<file path="src/rtl/platform_pkg.sv">
// Platform-wide constants and types shared by the UART transmit path.
package platform_pkg;

  // Default bit period: 83.33 MHz system clock, 115200 baud.
  localparam int CLKS_PER_BAUD = 723;

  // 8N1 framing: eight data bits per character.
  localparam int UART_DATA_BITS = 8;

  typedef enum logic [1:0] {
    IDLE  = 2'd0,
    START = 2'd1,
    DATA  = 2'd2,
    STOP  = 2'd3
  } uart_tx_state_t;

endpackage

</file>
<file path="src/rtl/sync_fifo.sv">
// Single-clock FIFO with power-of-two depth and a combinational head read,
// so a consumer can take the head byte on the same edge it pops.
module sync_fifo #(
  parameter int DATA_WIDTH = 8,
  parameter int DEPTH_POT  = 4
) (
  input  logic                  clk_i,
  input  logic                  reset_i,
  input  logic [DATA_WIDTH-1:0] data_i,
  input  logic                  push_i,
  input  logic                  pop_i,
  output logic [DATA_WIDTH-1:0] data_o,
  output logic                  full_o,
  output logic                  empty_o,
  output logic [DEPTH_POT:0]    count_o
);

  localparam int DEPTH = 1 << DEPTH_POT;

  logic [DATA_WIDTH-1:0] mem_q [DEPTH];
  logic [DEPTH_POT-1:0]  wr_ptr_q, wr_ptr_d;
  logic [DEPTH_POT-1:0]  rd_ptr_q, rd_ptr_d;
  logic [DEPTH_POT:0]    count_q, count_d;
  logic                  do_push;
  logic                  do_pop;

  // Count never exceeds DEPTH, so its top bit alone marks a full FIFO.
  assign full_o  = count_q[DEPTH_POT];
  assign empty_o = (count_q == '0);
  assign count_o = count_q;
  assign data_o  = mem_q[rd_ptr_q];

  // Guard push/pop against full/empty; pointers wrap naturally at DEPTH.
  always_comb begin
    do_push  = push_i && !full_o;
    do_pop   = pop_i && !empty_o;
    wr_ptr_d = wr_ptr_q;
    rd_ptr_d = rd_ptr_q;
    count_d  = count_q;
    if (do_push) wr_ptr_d = wr_ptr_q + 1'b1;
    if (do_pop)  rd_ptr_d = rd_ptr_q + 1'b1;
    case ({do_push, do_pop})
      2'b10:   count_d = count_q + 1'b1;
      2'b01:   count_d = count_q - 1'b1;
      default: count_d = count_q;
    endcase
  end

  // Pointer and occupancy registers.
  always_ff @(posedge clk_i or posedge reset_i) begin
    if (reset_i) begin
      wr_ptr_q <= '0;
      rd_ptr_q <= '0;
      count_q  <= '0;
    end else begin
      wr_ptr_q <= wr_ptr_d;
      rd_ptr_q <= rd_ptr_d;
      count_q  <= count_d;
    end
  end

  // Storage needs no reset: stale entries are unreachable once pointers clear.
  always_ff @(posedge clk_i) begin
    if (do_push) mem_q[wr_ptr_q] <= data_i;
  end

endmodule

</file>
<file path="src/rtl/uart_tx_buffered.sv">
// 8N1 UART transmitter fed by a FIFO; back-to-back frames with no idle gap.
module uart_tx_buffered
  import platform_pkg::*;
#(
  parameter int CLKS_PER_BAUD  = platform_pkg::CLKS_PER_BAUD,
  parameter int FIFO_DEPTH_POT = 4
) (
  input  logic                      clk_i,
  input  logic                      reset_i,
  input  logic [7:0]                data_i,
  input  logic                      valid_i,
  output logic                      ready_o,
  output logic                      uart_tx_o,
  output logic                      busy_o,
  output logic [FIFO_DEPTH_POT:0]   fifo_count_o
);

  localparam logic [15:0] BAUD_RELOAD = 16'(CLKS_PER_BAUD - 1);
  localparam logic [2:0]  LAST_BIT    = 3'(UART_DATA_BITS - 1);

  uart_tx_state_t            state_q, state_d;
  logic [15:0]               baud_cnt_q, baud_cnt_d;
  logic [2:0]                bit_idx_q, bit_idx_d;
  logic [UART_DATA_BITS-1:0] shift_q, shift_d;
  logic                      tx_q, tx_d;

  logic                      fifo_pop;
  logic                      fifo_full;
  logic                      fifo_empty;
  logic [UART_DATA_BITS-1:0] fifo_head;
  logic                      baud_done;

  sync_fifo #(
    .DATA_WIDTH (UART_DATA_BITS),
    .DEPTH_POT  (FIFO_DEPTH_POT)
  ) u_fifo (
    .clk_i   (clk_i),
    .reset_i (reset_i),
    .data_i  (data_i),
    .push_i  (valid_i),
    .pop_i   (fifo_pop),
    .data_o  (fifo_head),
    .full_o  (fifo_full),
    .empty_o (fifo_empty),
    .count_o (fifo_count_o)
  );

  assign ready_o   = !fifo_full;
  assign uart_tx_o = tx_q;
  assign busy_o    = (state_q != IDLE);
  assign baud_done = (baud_cnt_q == '0);

  // Next-state logic: each bit lasts BAUD_RELOAD+1 cycles; a waiting byte is
  // popped straight into START either from IDLE or at the end of STOP.
  always_comb begin
    state_d    = state_q;
    baud_cnt_d = baud_done ? baud_cnt_q : baud_cnt_q - 16'd1;
    bit_idx_d  = bit_idx_q;
    shift_d    = shift_q;
    tx_d       = tx_q;
    fifo_pop   = 1'b0;
    case (state_q)
      IDLE: begin
        tx_d = 1'b1;
        if (!fifo_empty) begin
          fifo_pop   = 1'b1;
          shift_d    = fifo_head;
          baud_cnt_d = BAUD_RELOAD;
          tx_d       = 1'b0;
          state_d    = START;
        end
      end
      START: begin
        if (baud_done) begin
          baud_cnt_d = BAUD_RELOAD;
          bit_idx_d  = '0;
          tx_d       = shift_q[0];
          state_d    = DATA;
        end
      end
      DATA: begin
        if (baud_done) begin
          baud_cnt_d = BAUD_RELOAD;
          if (bit_idx_q == LAST_BIT) begin
            tx_d    = 1'b1;
            state_d = STOP;
          end else begin
            bit_idx_d = bit_idx_q + 3'd1;
            tx_d      = shift_q[bit_idx_q + 3'd1];
          end
        end
      end
      STOP: begin
        if (baud_done) begin
          if (!fifo_empty) begin
            fifo_pop   = 1'b1;
            shift_d    = fifo_head;
            baud_cnt_d = BAUD_RELOAD;
            tx_d       = 1'b0;
            state_d    = START;
          end else begin
            tx_d    = 1'b1;
            state_d = IDLE;
          end
        end
      end
      default: begin
        tx_d    = 1'b1;
        state_d = IDLE;
      end
    endcase
  end

  // State, counters and the registered serial output.
  always_ff @(posedge clk_i or posedge reset_i) begin
    if (reset_i) begin
      state_q    <= IDLE;
      baud_cnt_q <= '0;
      bit_idx_q  <= '0;
      shift_q    <= '0;
      tx_q       <= 1'b1;
    end else begin
      state_q    <= state_d;
      baud_cnt_q <= baud_cnt_d;
      bit_idx_q  <= bit_idx_d;
      shift_q    <= shift_d;
      tx_q       <= tx_d;
    end
  end

endmodule

</file>
<file path="config.mk">
export PLATFORM = sky130hd
export DESIGN_NAME = uart_tx_buffered
export DESIGN_NICKNAME = d
export VERILOG_FILES = /design/src/rtl/platform_pkg.sv /design/src/rtl/sync_fifo.sv /design/src/rtl/uart_tx_buffered.sv
export SDC_FILE = /design/constraint.sdc
export NUM_CORES = 1
export LEC_CHECK = 0
export CORE_UTILIZATION = 35
export DETAILED_ROUTE_END_ITERATION = 8
export SLEW_MARGIN = 20
export SYNTH_ARGS = -nofsm -noshare
export SYNTH_HDL_FRONTEND = slang
export SYNTH_HIERARCHICAL = 1
export SYNTH_SLANG_ARGS = --single-unit
</file>
<file path="constraint.sdc">
create_clock -name clk_i -period 3.7 [get_ports clk_i]
set_input_delay 0.37 -clock clk_i [delete_from_list [all_inputs] [get_ports clk_i]]
set_output_delay 0.37 -clock clk_i [all_outputs]
set_load 0.01 [all_outputs]
</file>
==> results of run 1 <==
-- final cells by class --
class | instances | area (um^2) | share of cell area, %
inverter | 18 | 67.6 | 0.769
timing repair buffer | 36 | 328 | 3.73
tap | 275 | 344 | 3.92
clock inverter | 15 | 176 | 2.01
multi-input combinational | 296 | 2520 | 28.7
sequential | 171 | 4920 | 56.0
clock buffer | 17 | 425 | 4.84
-- placed cells by master, fill, tap and decap left out, drive strengths merged, types with 6 or more instances in the layout --
master         Yosys  layout
a221oi             9       9
nor2              16      16
and2              17      17
inv               18      25
nor2b              6       6
nor4               8       8
a22oi              9       9
mux2              18      18
a21oi             20      20
nor3              11      11
ha                19      19
edfxtp           128     128
xnor2             18      18
mux2i             29      29
o21ai             32      32
clkdlybuf4s50      0      18
dfrtp             42      42
mux4              16      16
buf               12      18
clkinv             0       6
nand2             22      22
clkbuf             9      17
-- path summary, 6_finish.rpt --
kind / from / to / slack (ns) / depth (start not counted)
max in group asynchronous: reset_i / shift_q[1] / 2.89 / 2
min reg2reg: uart_tx_o / uart_tx_o / 0.51 / 2
max: baud_cnt_q[0] / u_fifo/count_o[4] / 0.13 / 16
max reg2reg: baud_cnt_q[0] / u_fifo/count_o[4] / 0.13 / 16
min: reset_i / u_fifo/count_o[0] / 0.35 / 2
min in group clk_i: uart_tx_o / uart_tx_o / 0.51 / 2
-- per-stage QoR --
stage / hold slack [ns] / worst slack, ns / instances
after floorplan: 0.247 / 0.000540 / 506
after global placement: 0.497 / 0.155 / 791
after detailed placement: 0.502 / 0.0824 / 791
after CTS: 0.355 / 0.0778 / 823
after global routing: 0.398 / 0.00124 / 828
final: 0.354 / 0.129 / 828
-- worst max-delay path, delay by kind of cell, from the launching register on --
kind / cells / cell delay (ns)
simple gates: 7 / 1.81
fa+ha+maj: 3 / 0.52
flops: 1 / 0.42
compound gates: 3 / 0.36
buf+inv: 2 / 0.22
xor+xnor: 1 / 0.12
-- power by group through the flow --
stage / Sequential [uW] / Clock [uW] / Combinational (uW)
6_report: 2750 / 1770 / 2640
5_1_grt: 2810 / 1900 / 2890
4_1_cts: 2760 / 1820 / 2530
3_5_place_dp: 2790 / 0 / 2530
3_3_place_gp: 2780 / 0 / 2460
2_1_floorplan: 2590 / 0 / 2010
-- kinds of logic (layout without fill, tap and decap cells) --
group	count (synthesis)	after routing
mux	63	63
buf+inv	39	86
fa+ha+maj	20	20
xor+xnor	21	21
flops	171	171
compound gates	85	85
simple gates	107	107
-- registers in the layout (all words and copies together), names as in the netlist --
| register | count |
|---|---|
| u_fifo/mem_q | 128 |
| baud_cnt_q | 16 |
| shift_q | 8 |
| u_fifo/count_o | 5 |
| u_fifo/rd_ptr_q | 4 |
| u_fifo/wr_ptr_q | 4 |
| bit_idx_q | 3 |
| state_q | 2 |
| uart_tx_o | 1 |
-- what timing repair did --
item,CTS,global route
hold buffers,0,0
hold endpoints to repair,0,0
resized for setup,0,13
buffers inserted,0,5
setup endpoints to repair,0,1
-- metal layers --
layer  share of wire, %  routed length [um]  track usage [%]  vias up
li1                   -                   -                -     2003
met1                 43                6720             19.1     2240
met2                 51                8030             25.4      134
met3                4.1                 634             3.09       26
met4                1.5                 233             5.51        0
met5                  0                   0                0        -
==> results by group, run 1 <==
Detailed routing
  • DR iter-0 viols: approximately 230
  • Vias per Instance: 5.32
  • DRC: 0
  • Final ANT Viol Nets: 0
  • DR pass1 iterations: 5
  • WL/cell: 18.9 um
  • Final WL: approximately 16 mm
  • Via Count: about 4400

Timing
  • Peak Freq: ~0.28 GHz
  • Clock Skews: ~0.013 ns
  • Setup TNS: 0 ns
  • RSZ-0062 raised after global routing: false
  • Final Cycle Share: a little over nine tenths
  • Slew Viols, Final: 0
  • Final setup viols: 0
  • Final Hold Vio Count: 0
  • Max_slew headroom: between 30 and 40%
  • Final min period: about 3.6 ns
  • Tightest Pin Transition: slightly above 1 ns

Synth
  • Synth Instances: around 500
  • Synth area leaders: edfxtp_1 (51%), dfrtp_1 (14%), mux4_2 (4.8%)
  • Post-synthesis sequential area ratio: about 65%
  • Adder-cell share of the synthesized area: between 3 and 4%
  • Post-synthesis compound-gate area fraction: between 7 and 8%
  • Prevailing post-synth register cell: edfxtp_1
  • Post-synth ARST share: roughly 25%
  • Post-synthesis register bit count: roughly 170
  • Cell taking the most area after synthesis: edfxtp_1
  • Post-synth EDFFs: 128
  • Post-synthesis mux area share: between 10% and 20%
  • Syn Nets: roughly 540
  • Mapped Avg Cell Area: 15.0 um^2
  • Yosys top cell area share: around half
  • Count leader, synth: edfxtp_1
  • Yosys cell types: 56
  • Synth cell count leaders: edfxtp_1 (128), dfrtp_1 (42), mux2i_1 (29), o21ai_0 (24), nand2_1 (22)
  • Synth warnings: 6
  • Synthesized area: 7570 um^2
  • Largest family of logic cells by synthesized area: multiplexers
  • Post-synthesis simple-gate area fraction: approximately 7.9%
  • XOR/XNOR Fraction of Synth Area: under 10%

Global routing
  • Overall routing resource usage: 15.1%
  • First-pass GRT wire length: ~25 mm
  • Largest net degree at the start of global routing: 31
  • Vias in the first global route: between 4000 and 5000
  • Initial antenna violation count: 0
  • GR Overflow Total: 0

Setup path
  • CP startpoint kind: flop
  • Crit path arrival time: a little under 4 ns
  • WP data required: between 4 and 5 ns
  • Critical path, cell by cell: inv_2 > ha_2 > or2b_4 > or4_4 > nor2_4 > a21oi_2 > nor3_2 > nor2b_4 > ha_4 > buf_4 > ha_4 > nor2b_1 > o21ai_1 > a21oi_1 > or3b_4 > xnor2_1
  • CP endpoint kind: flop
  • Slowest cell delay on critical path: around 0.55 ns
  • Most repeated library cell on the critical path: ha_4
  • Critical path class: reg2reg
  • Slowest stage cell, crit path: or4_4
  • CP Max Fanout: 4

Clock network
  • Clock Path Buffers: 2
  • CTS sink cnt: approximately 170
  • Root Driver: clkbuf_16
  • CTS Buf Count: 17
  • H-tree levels: 4
  • Worst skew pair latency: 0.42 ns
  • Clock transition at path regs: 0.07 ns
  • TritonCTS clock tree: done

Die
  • I/O Pins: 19
  • Core box area: between 20000 and 25000 um^2
  • Die extent in y: 149 um
  • Die W: 149 um
  • Die area: around 22000 um^2
  • Initial core utilization: a little over a third
  • Row count: 53

Flow run
  • Max-cap violations: 0

Pwr
  • Tot Pwr: 7170 uW
  • Net load switching power: around 2500 uW
  • Logic pwr share: 36.9%
  • Sequential Power Share: 38.4%
  • Power Density: between 800 and 900 nW/um^2
  • Clk pwr share: about a quarter
  • Lkg Pwr: ~0.0032 uW
  • P_int: 4650 uW
  • Sw Ratio: a little over a third
  • Peak VDD IR: around 400 uV

Final layout
  • Fraction of layout cells with a size suffix above 1: approximately 18%
  • Diodes inserted: 0
  • Filler cells: 1910
  • Final Core Density: 41.7%
  • Layout area overhead: 16.0%
  • Final nets: 571
  • Design area: around 9000 um^2

Outcome
  • Outcome: complete, no violations

Placed design
  • DP Area: 8100 um^2
  • Port bufs: 18
  • DP HPWL: 10.3 mm
  • Placer congestion estimate: 0.870

Worst hold path
  • Worst hold path class: in2async
No activity file was read; power rests on OpenSTA's default activity.
==> run 2: changes to the inputs <==
--- a/config.mk
+++ b/config.mk
@@ -5,6 +5,7 @@
 export SDC_FILE = /design/constraint.sdc
 export NUM_CORES = 1
 export LEC_CHECK = 0
+export CAP_MARGIN = 20
 export CORE_UTILIZATION = 35
 export DETAILED_ROUTE_END_ITERATION = 8
 export SLEW_MARGIN = 20
==> results of run 2 <==
Final layout, timing and power as in run 1 (identical DEF).
==> run 3: changes to the inputs <==
--- a/config.mk
+++ b/config.mk
@@ -8,6 +8,8 @@
 export CAP_MARGIN = 20
 export CORE_UTILIZATION = 35
 export DETAILED_ROUTE_END_ITERATION = 8
+export HOLD_SLACK_MARGIN = 0.15
+export MAX_ROUTING_LAYER = met4
 export SLEW_MARGIN = 20
 export SYNTH_ARGS = -nofsm -noshare
 export SYNTH_HDL_FRONTEND = slang
==> run 3 against run 2 <==
- routed wire length rose by 0.48%
- register-to-register slack barely moved
- fmax rose by 0.13%
- critical path depth did not move
- first-iteration DRC count rose by 4.8%
- largest cell class unchanged
- clock-buffer cell count did not move
- largest power group unchanged
- sequential power barely moved
- design area did not move
==> results by group, run 3 (synthesis results as in run 1) <==
Outcome
  • Outcome: complete, no violations

Timing
  • Final setup viols: 0
  • Setup TNS: 0 ns
  • Tightest Pin Transition: between 0.9 and 1 ns
  • Max_slew headroom: ~34%
  • Final Cycle Share: a little over nine tenths
  • Final min period: roughly 3.6 ns
  • Clock Skews: 0.0136 ns
  • Slew Viols, Final: 0
  • RSZ-0062 raised after global routing: false
  • Final Hold Vio Count: 0
  • Hold Slack: between 0.3 and 0.4 ns
  • Peak Freq: around 0.28 GHz

Final layout
  • Layout area overhead: 16.0%
  • Reg with most FFs: u_fifo/mem_q
  • Flip-flop count of the largest register after layout: around 130
  • Most common cell after layout, fill and taps aside: edfxtp_1
  • Most frequent cells in the layout: edfxtp_1 (128), dfrtp_1 (41), mux2i_1 (29), o21ai_0 (24), nand2_1 (22)
  • Final Core Density: a little over two fifths
  • Final Instance Count excl. Fillers: just over 800
  • Biggest regs: u_fifo/mem_q (128), baud_cnt_q (16), shift_q (8)
  • Fraction of layout cells with a size suffix above 1: 18.3%
  • Final nets: 571
  • Diodes inserted: 0

Setup path
  • Reg2Reg Setup Slack: between 0.1 and 0.15 ns
  • Slowest cell delay on critical path: 0.55 ns
  • R2R cell count: 16
  • Critical Path End: u_fifo/count_o[4]
  • Reg2reg start: baud_cnt_q[0]
  • Critical path, cell by cell: inv_2 > ha_2 > or2b_4 > or4_4 > nor2_4 > a21oi_2 > nor3_2 > nor2b_4 > ha_4 > buf_4 > ha_4 > nor2b_1 > o21ai_1 > a21oi_1 > or3b_4 > xnor2_1
  • Most repeated library cell on the critical path: ha_4
  • R2r endpoint: u_fifo/count_o[4]
  • Critical path class: reg2reg
  • Crit path arrival time: 3.88 ns
  • CP Max Fanout: 4
  • Slowest stage cell, crit path: or4_4
  • Crit path depth: 16
  • Buffers and inverters on the worst path: 2
  • Delay-heaviest family, CP: simple AND/OR/NAND/NOR gates
  • Critical Path Start: baud_cnt_q[0]
  • WP data required: approximately 4.0 ns
  • CP startpoint kind: flop
  • CP endpoint kind: flop

Die
  • Initial core utilization: a little over a third
  • Die W: ~150 um
  • Die area: between 20000 and 25000 um^2
  • Row count: 53
  • Core box area: ~21000 um^2
  • Die extent in y: between 100 and 150 um
  • I/O Pins: 19

Pwr
  • Lkg Pwr: ~0.0032 uW
  • Power Density: 818 nW/um^2
  • Peak VDD IR: ~400 uV

Placed design
  • Placed cell count: 791
  • DP HPWL: ~10 mm
  • Port bufs: 18
  • Placer congestion estimate: 0.885

Detailed routing
  • Final WL: ~16 mm
  • Final ANT Viol Nets: 0
  • DR pass1 iterations: 5
  • WL/cell: around 19 um
  • Vias per Instance: roughly 5.3
  • DRC: 0
  • Via Count: roughly 4400
  • DR iter-0 viols: 240

Global routing
  • Largest net degree at the start of global routing: 31
  • Vias in the first global route: roughly 4500
  • GR Overflow Total: 0
  • Initial antenna violation count: 0
  • Overall routing resource usage: around 16%
  • First-pass GRT wire length: approximately 25 mm

Clock network
  • CTS sink cnt: 171
  • Root Driver: clkbuf_16
  • Clock transition at path regs: 0.07 ns
  • Worst skew pair latency: around 0.43 ns
  • TritonCTS clock tree: done
  • H-tree levels: 4
  • CTS Buf Count: 17
  • Post-CTS Hold Fix Bufs: 0
  • Clock Path Buffers: 2

Flow run
  • Max-cap violations: 0

Worst hold path
  • Worst hold path class: in2async
[run 3: cell counts in the layout (fill, tap and decap cells not counted)]
No cell type changed its count.
[run 3: how the worst min path moves through the flow]
stage / start / endpoint / slack [ns] / depth (start not counted)
CTS: reset_i / u_fifo/count_o[3] / 0.36 / 2
detailed placement: shift_q[5] / shift_q[5] / 0.50 / 1
floorplan: reset_i / u_fifo/count_o[0] / 0.25 / 1
global route: reset_i / u_fifo/count_o[0] / 0.40 / 2
finish: reset_i / u_fifo/count_o[0] / 0.35 / 2
global placement: shift_q[5] / shift_q[5] / 0.50 / 1
[run 3: where the power goes]
part	internal (uW)	switching (uW)	total [uW]
combinational	1300	1350	2650
sequential	2380	374	2750
clock	968	813	1780
[run 3: area by class of cell]
type,instances,area [um^2]
multi-input cells,296,2520
flip-flops and latches,171,4920
clock buffers,17,425
clock inverters,15,176
repair buffers,36,328
fillers,1910,12300
well taps,275,344
inverters,18,67.6
[run 3: per-layer routing]
layer | up-vias | part of all wire [%] | GRT usage, %
li1 | 2007 | - | -
met1 | 2254 | 43 | 19.1
met2 | 129 | 51 | 25.5
met3 | 26 | 4.2 | 3.09
met4 | 0 | 1.5 | 5.51
met5 | - | 0 | -
[run 3: per-stage QoR]
| stage | worst slack (ns) | area (um^2) | power (uW) |
|---|---|---|---|
| finish | 0.134 | 8780 | 7180 |
| floorplan | 0.000540 | 7580 | 4600 |
| global route | 0.00832 | 8780 | 7610 |
| global placement | 0.155 | 8100 | 5240 |
| CTS | 0.0778 | 8700 | 7110 |
| detailed placement | 0.0824 | 8100 | 5320 |
[run 3: what timing repair did]
item,4_1_cts,5_1_grt
setup buffers,0,5
setup endpoints to repair,0,1
gates resized for setup,0,13
